==> config.mk <==
export PLATFORM = sky130hd
export DESIGN_NAME = alu_nibble_seq
export DESIGN_NICKNAME = d
export VERILOG_FILES = /design/src/rtl/alu_nibble_seq.sv
export SDC_FILE = /design/constraint.sdc
export NUM_CORES = 1
export LEC_CHECK = 0
export ABC_AREA = 1
export CAP_MARGIN = 0
export CORE_UTILIZATION = 50
export DETAILED_ROUTE_END_ITERATION = 16
export PLACE_DENSITY_LB_ADDON = 0.2
export SLEW_MARGIN = 20
export SYNTH_ARGS = -nofsm -noshare
export SYNTH_HDL_FRONTEND = slang
export SYNTH_SLANG_ARGS = --single-unit
==> constraint.sdc <==
create_clock -name clk -period 2.4 [get_ports clk]
set_input_delay 0.36 -clock clk [delete_from_list [all_inputs] [get_ports clk]]
set_output_delay 0.36 -clock clk [all_outputs]
set_load 0.05 [all_outputs]
==> src/rtl/alu_nibble_seq.sv <==
// Nibble-serial ALU sequencer: steps a WIDTH-bit command through an external
// 4-bit combinational ALU one nibble per cycle, LSB nibble first.
module alu_nibble_seq #(
  parameter int WIDTH = 16
) (
  input  logic             clk,
  input  logic             rst_n,
  input  logic             in_valid,
  output logic             in_ready,
  input  logic [2:0]       in_op,
  input  logic [WIDTH-1:0] in_x,
  input  logic [WIDTH-1:0] in_y,
  output logic             out_valid,
  input  logic             out_ready,
  output logic [WIDTH-1:0] out_res,
  output logic             out_carry,
  output logic             out_ow,
  output logic             out_neg,
  output logic             out_zero,
  output logic [2:0]       alu_ctrl,
  output logic [3:0]       alu_x,
  output logic [3:0]       alu_y,
  output logic             alu_cin,
  input  logic [3:0]       alu_s,
  input  logic             alu_cout,
  input  logic             alu_ow,
  input  logic             alu_neg,
  input  logic             alu_zero,
  output logic [1:0]       dbg_state_o
);

  // Handshake: a transfer happens on a rising edge where valid and ready are both 1;
  // in_ready is high only in IDLE, out_valid only in DONE.

  localparam int NIB  = WIDTH / 4;
  localparam int IDXW = (NIB > 1) ? $clog2(NIB) : 1;

  localparam logic [2:0] OP_ADD = 3'd0;
  localparam logic [2:0] OP_SUB = 3'd1;
  localparam logic [2:0] OP_NOT = 3'd2;
  localparam logic [2:0] OP_AND = 3'd3;
  localparam logic [2:0] OP_OR  = 3'd4;
  localparam logic [2:0] OP_XOR = 3'd5;
  localparam logic [2:0] OP_SLT = 3'd6;
  localparam logic [2:0] OP_SEQ = 3'd7;

  typedef enum logic [1:0] {
    S_IDLE = 2'd0,
    S_RUN  = 2'd1,
    S_DONE = 2'd2
  } state_t;

  state_t            state_q;
  logic [IDXW-1:0]   idx_q;
  logic [2:0]        op_q;
  logic [WIDTH-1:0]  x_q;
  logic [WIDTH-1:0]  y_q;
  logic [WIDTH-5:0]  acc_q;
  logic              carry_q;
  logic [WIDTH-1:0]  res_q;
  logic              carry_out_q;
  logic              ow_q;
  logic              neg_q;
  logic              zero_q;

  logic              first_nib;
  logic              last_nib;
  logic [3:0]        x_nib;
  logic [3:0]        y_nib;
  logic [WIDTH-1:0]  full_s;
  logic [WIDTH-1:0]  fin_res;
  logic              fin_carry;
  logic              fin_ow;
  logic              unused_alu_flags;

  assign unused_alu_flags = alu_neg ^ alu_zero;

  assign first_nib   = (idx_q == '0);
  assign last_nib    = (idx_q == IDXW'(NIB - 1));
  assign x_nib       = x_q[idx_q*4 +: 4];
  assign y_nib       = y_q[idx_q*4 +: 4];
  assign in_ready    = (state_q == S_IDLE);
  assign out_valid   = (state_q == S_DONE);
  assign out_res     = res_q;
  assign out_carry   = carry_out_q;
  assign out_ow      = ow_q;
  assign out_neg     = neg_q;
  assign out_zero    = zero_q;
  assign dbg_state_o = state_q;

  // SUB, SLT and SEQ all run as x + ~y + 1 on the adder path.
  always_comb begin
    alu_ctrl = 3'd0;
    alu_x    = 4'd0;
    alu_y    = 4'd0;
    alu_cin  = 1'b0;
    if (state_q == S_RUN) begin
      alu_x = x_nib;
      alu_y = y_nib;
      case (op_q)
        OP_ADD: alu_cin = first_nib ? 1'b0 : carry_q;
        OP_SUB, OP_SLT, OP_SEQ: begin
          alu_y   = ~y_nib;
          alu_cin = first_nib ? 1'b1 : carry_q;
        end
        default: alu_ctrl = op_q;
      endcase
    end
  end

  // Final result assembled from the earlier nibbles plus the live last-nibble ALU output.
  always_comb begin
    full_s    = {alu_s, acc_q};
    fin_res   = full_s;
    fin_carry = 1'b0;
    fin_ow    = 1'b0;
    case (op_q)
      OP_ADD, OP_SUB: begin
        fin_carry = alu_cout;
        fin_ow    = alu_ow;
      end
      OP_SLT:  fin_res = WIDTH'(alu_s[3] ^ alu_ow);
      OP_SEQ:  fin_res = WIDTH'(full_s == '0);
      default: fin_res = full_s;
    endcase
  end

  always_ff @(posedge clk or negedge rst_n) begin
    if (!rst_n) begin
      state_q     <= S_IDLE;
      idx_q       <= '0;
      op_q        <= 3'd0;
      x_q         <= '0;
      y_q         <= '0;
      acc_q       <= '0;
      carry_q     <= 1'b0;
      res_q       <= '0;
      carry_out_q <= 1'b0;
      ow_q        <= 1'b0;
      neg_q       <= 1'b0;
      zero_q      <= 1'b0;
    end else begin
      case (state_q)
        S_IDLE: begin
          if (in_valid) begin
            op_q    <= in_op;
            x_q     <= in_x;
            y_q     <= in_y;
            idx_q   <= '0;
            state_q <= S_RUN;
          end
        end
        S_RUN: begin
          carry_q <= alu_cout;
          if (last_nib) begin
            res_q       <= fin_res;
            carry_out_q <= fin_carry;
            ow_q        <= fin_ow;
            neg_q       <= fin_res[WIDTH-1];
            zero_q      <= (fin_res == '0);
            state_q     <= S_DONE;
          end else begin
            acc_q[idx_q*4 +: 4] <= alu_s;
            idx_q               <= idx_q + 1'b1;
          end
        end
        S_DONE: begin
          if (out_ready) state_q <= S_IDLE;
        end
        default: state_q <= S_IDLE;
      endcase
    end
  end

endmodule

==> qor.yml, run 1 <==
avgSynthCellArea_um2: 9.193
die_y_um: 85.26
worstSetupPathType: "register to primary output"
clock_skew_ns: 0.006089
yosysWarnings: 0
worst-slew-pin-transition_ns: 0.6834
path_cells: "clkinvlp_4 > buf_4 > ha_1 > inv_1 > nor3_1 > a211oi_2 > buf_12"
finalHoldViolCount: 0
fmax_ghz: 0.4444
synth_top_cells_by_area: "dfrtp_1 51%, mux2_2 8.8%, nand2_1 7.3%, o21ai_0 6.6%, nor2_1 6.3%"
crit_path_end_kind: "primary output"
htreeDepth: 3
fin_util_pct: 70.98
relSlewSlack_pct: 54.31
regToRegEndpoint: "out_zero"
setup_viol: 0
layout.cells.non_filler: 540
dr.pass1.iters: 4
syn_area_um2: 3466
setup_tns_ns: 0
internal_power_mw: 3.970
nFillCells: 512
gp_congestion: 0.8313
cp_top_family: "buffers and inverters"
viasPerCell: 5.302
antenna_found_initial: 0
p_clk_share_pct: 11.1
yosysUniqueCellTypes: 29
crit_buf_inv: 4
grt_max_degree: 72
multi_input_area_um2: 1485
rows: 29
clkSinkCount: 71
p_seq_share_pct: 28.0
p_per_area_nw_per_um2: 1622
r2r_slack_ns: 0.40
fin_crit_sh_pct: 93.75
num_vias: 2863
initial_utilization_pct: 53.07
wl_per_cell_um: 14.02
arrival_ns: 1.89
area.sequential_um2: 1777
drtIter0Drc: 135
synth-seq-cells: 71
dp_hpwl_mm: 5.192
antenna_left: 0
ff2ff_path_depth: 8
seq_area_frac_synth_pct: 51.26
cts_tree: "done"
nets: 512
port_buffers: 80
dp_cells: 524
synth_area_leader_cell: "dfrtp_1"
maxCapViolations: 0
worstSkewPairLatency_ns: 0.35
whs_ns: 0.01979
cp_slowest_cell: "dfrtp_1"
fp.dieW_um: 85.26
switching_share_pct: 47.20
drive_gt1_share_pct: 17.06
synthCells: 377
finalMaxSlewViolations: 0
numCtsBuffers: 9
leakage_nw: 2.145
grt_pass1_vias: 2825
overflow: 0
comb_power_share_pct: 60.9
switching_power_mw: 3.550
core-area_um2: 6531
routed_wl_mm: 7.573
die-area_um2: 7268
gr-usage-all-layers_pct: 22.72
worstPathMaxFanout: 4
min-delay-path-class: "primary input to async pin"
period_needed_ns: 2.250
clk_path_buf_depth: 2
rr_startpoint: "idx_q[0]"
status: "finished, final reports clean"
finalPower_mw: 7.520
grt_first_pass_wirelength_mm: 12.79
n_antenna_cell: 0
start_kind: "register"
synth_top_area_share_pct: 51.26
drc: 0
max_stage_delay_ns: 0.40
area_growth_pct: 33.75
peakVddDrop_mv: 1.574
clkTransAtPathRegs_ns: 0.07
io_pins: 83
clockRootBuffer: "clkbuf_8"
syn_nets: 429
cp.required_ns: 2.04
layout make-up:
class | instances | share of cell area, %
Clock buffer | 13 | 3.428
Clock inverter | 1 | 0.1080
Inverter | 28 | 2.429
Multi-Input combinational cell | 261 | 32.04
Sequential cell | 71 | 38.33
Tap cell | 77 | 2.078
Timing Repair Buffer | 89 | 21.59
timing repair:
| item | CTS | global route |
|---|---|---|
| hold endpoints to repair | 0 | 0 |
| hold buffers | 0 | 0 |
| buffers inserted | 0 | 2 |
| resized for setup | 1 | 4 |
| setup endpoints to repair | 1 | 6 |
worst reg2reg max path, cell delays in order (launching register included):
cell     delay [ns]
dfrtp_1        0.40
buf_4          0.25
ha_1           0.20
nand3_1        0.49
nor2_2         0.30
nand2_1        0.07
nor2_1         0.09
nand3_1        0.07
nand2_1        0.06
power by group through the flow:
stage	registers [mW]	logic, mW	clock network, mW
2_1_floorplan	2.55	2.54	0
3_3_place_gp	2.09	4.45	0
3_5_place_dp	2.11	4.54	0
4_1_cts	2.09	4.57	0.845
5_1_grt	2.17	4.95	0.905
6_report	2.11	4.58	0.831
metal layers:
metal  up-vias  global-route usage (%)  wire length, um
met5         -                       0                0
met4         0                   8.939              146
met3        13                   5.837              370
met2        91                   38.12             3709
met1      1349                   28.30             3347
li1       1410                       -                -
how the worst max path moves through the flow:
stage                        start     endpoint  slack, ns  depth (start not counted)
floorplan                 idx_q[0]      alu_cin       0.07                          6
global placement          idx_q[1]      alu_cin       0.41                          6
detailed placement        idx_q[1]      alu_cin       0.39                          6
CTS                 dbg_state_o[1]  alu_ctrl[1]       0.02                          4
global route              idx_q[0]     alu_y[1]      -0.02                         10
finish                    idx_q[0]      alu_cin       0.15                          7
kinds of logic (layout without fill, tap and decap cells):
logic type | Yosys count | in the layout | share of synthesized area (%)
XOR/XNOR | 1 | 1 | 0.2528
buffers and inverters | 45 | 131 | 6.498
AND/OR/NAND/NOR | 155 | 155 | 19.75
AO/OA/AOI/OAI | 71 | 71 | 10.79
multiplexers | 29 | 29 | 9.639
adder cells (fa/ha/maj) | 5 | 5 | 1.805
flip-flops | 71 | 71 | 51.26
placed cells by master, fill, tap and decap left out, types with 2 or more instances in the layout:
master | netlist | final
clkbuf_1 | 3 | 2
nor2_2 | 2 | 3
nand2_4 | 2 | 2
o21ai_0 | 46 | 46
mux2_2 | 27 | 27
buf_4 | 2 | 7
clkbuf_8 | 0 | 11
nand4_1 | 8 | 8
o31ai_1 | 5 | 5
buf_12 | 0 | 13
nor2_1 | 58 | 57
nand2_1 | 67 | 67
clkinv_2 | 0 | 2
a21oi_1 | 18 | 18
nor3_1 | 4 | 4
nand3_1 | 8 | 8
nand2_2 | 2 | 2
mux2_4 | 2 | 2
nor2_8 | 2 | 2
dfrtp_1 | 71 | 71
inv_1 | 25 | 24
ha_1 | 5 | 5
clkdlybuf4s50_1 | 0 | 67
metrics by stage:
step                cell area [um2]  worst slack, ns
finish                         4636           0.1499
global route                   4636         -0.01608
CTS                            4604          0.02440
detailed placement             4439           0.3858
global placement               4439           0.4132
floorplan                      3477          0.07035
registers in the layout, indices dropped and copies added (netlist names), 2 cells and up:
register / count
y_q: 16
acc_q: 12
op_q: 3
idx_q: 2
dbg_state_o: 2
x_q: 16
out_res: 16
synth_stat cells:
cell / count
clkinv_1: 1
nor3_1: 4
o21ai_2: 1
a21oi_1: 18
a211oi_1: 1
mux2_2: 27
nor2_2: 2
o31ai_1: 5
ha_1: 5
buf_4: 2
buf_6: 5
inv_1: 25
dfrtp_1: 71
nand2_1: 67
mux2_4: 2
xor2_1: 1
nor2_4: 1
nor2_1: 58
nor4_1: 1
o21ai_0: 46
clkbuf_1: 3
buf_2: 7
inv_4: 1
nand2_4: 2
nand2_2: 2
nand3_1: 8
inv_2: 1
nor2_8: 2
nand4_1: 8
Note: power is estimated with default switching activity, not from simulation.
==> run 2, diff against run 1 <==
--- a/config.mk
+++ b/config.mk
@@ -8,6 +8,7 @@
 export ABC_AREA = 1
 export CAP_MARGIN = 0
 export CORE_UTILIZATION = 50
+export CTS_CLUSTER_SIZE = 16
 export DETAILED_ROUTE_END_ITERATION = 16
 export PLACE_DENSITY_LB_ADDON = 0.2
 export SLEW_MARGIN = 20
==> results of run 2 <==
No change in the layout: final DEF, timing and power equal those of run 1.
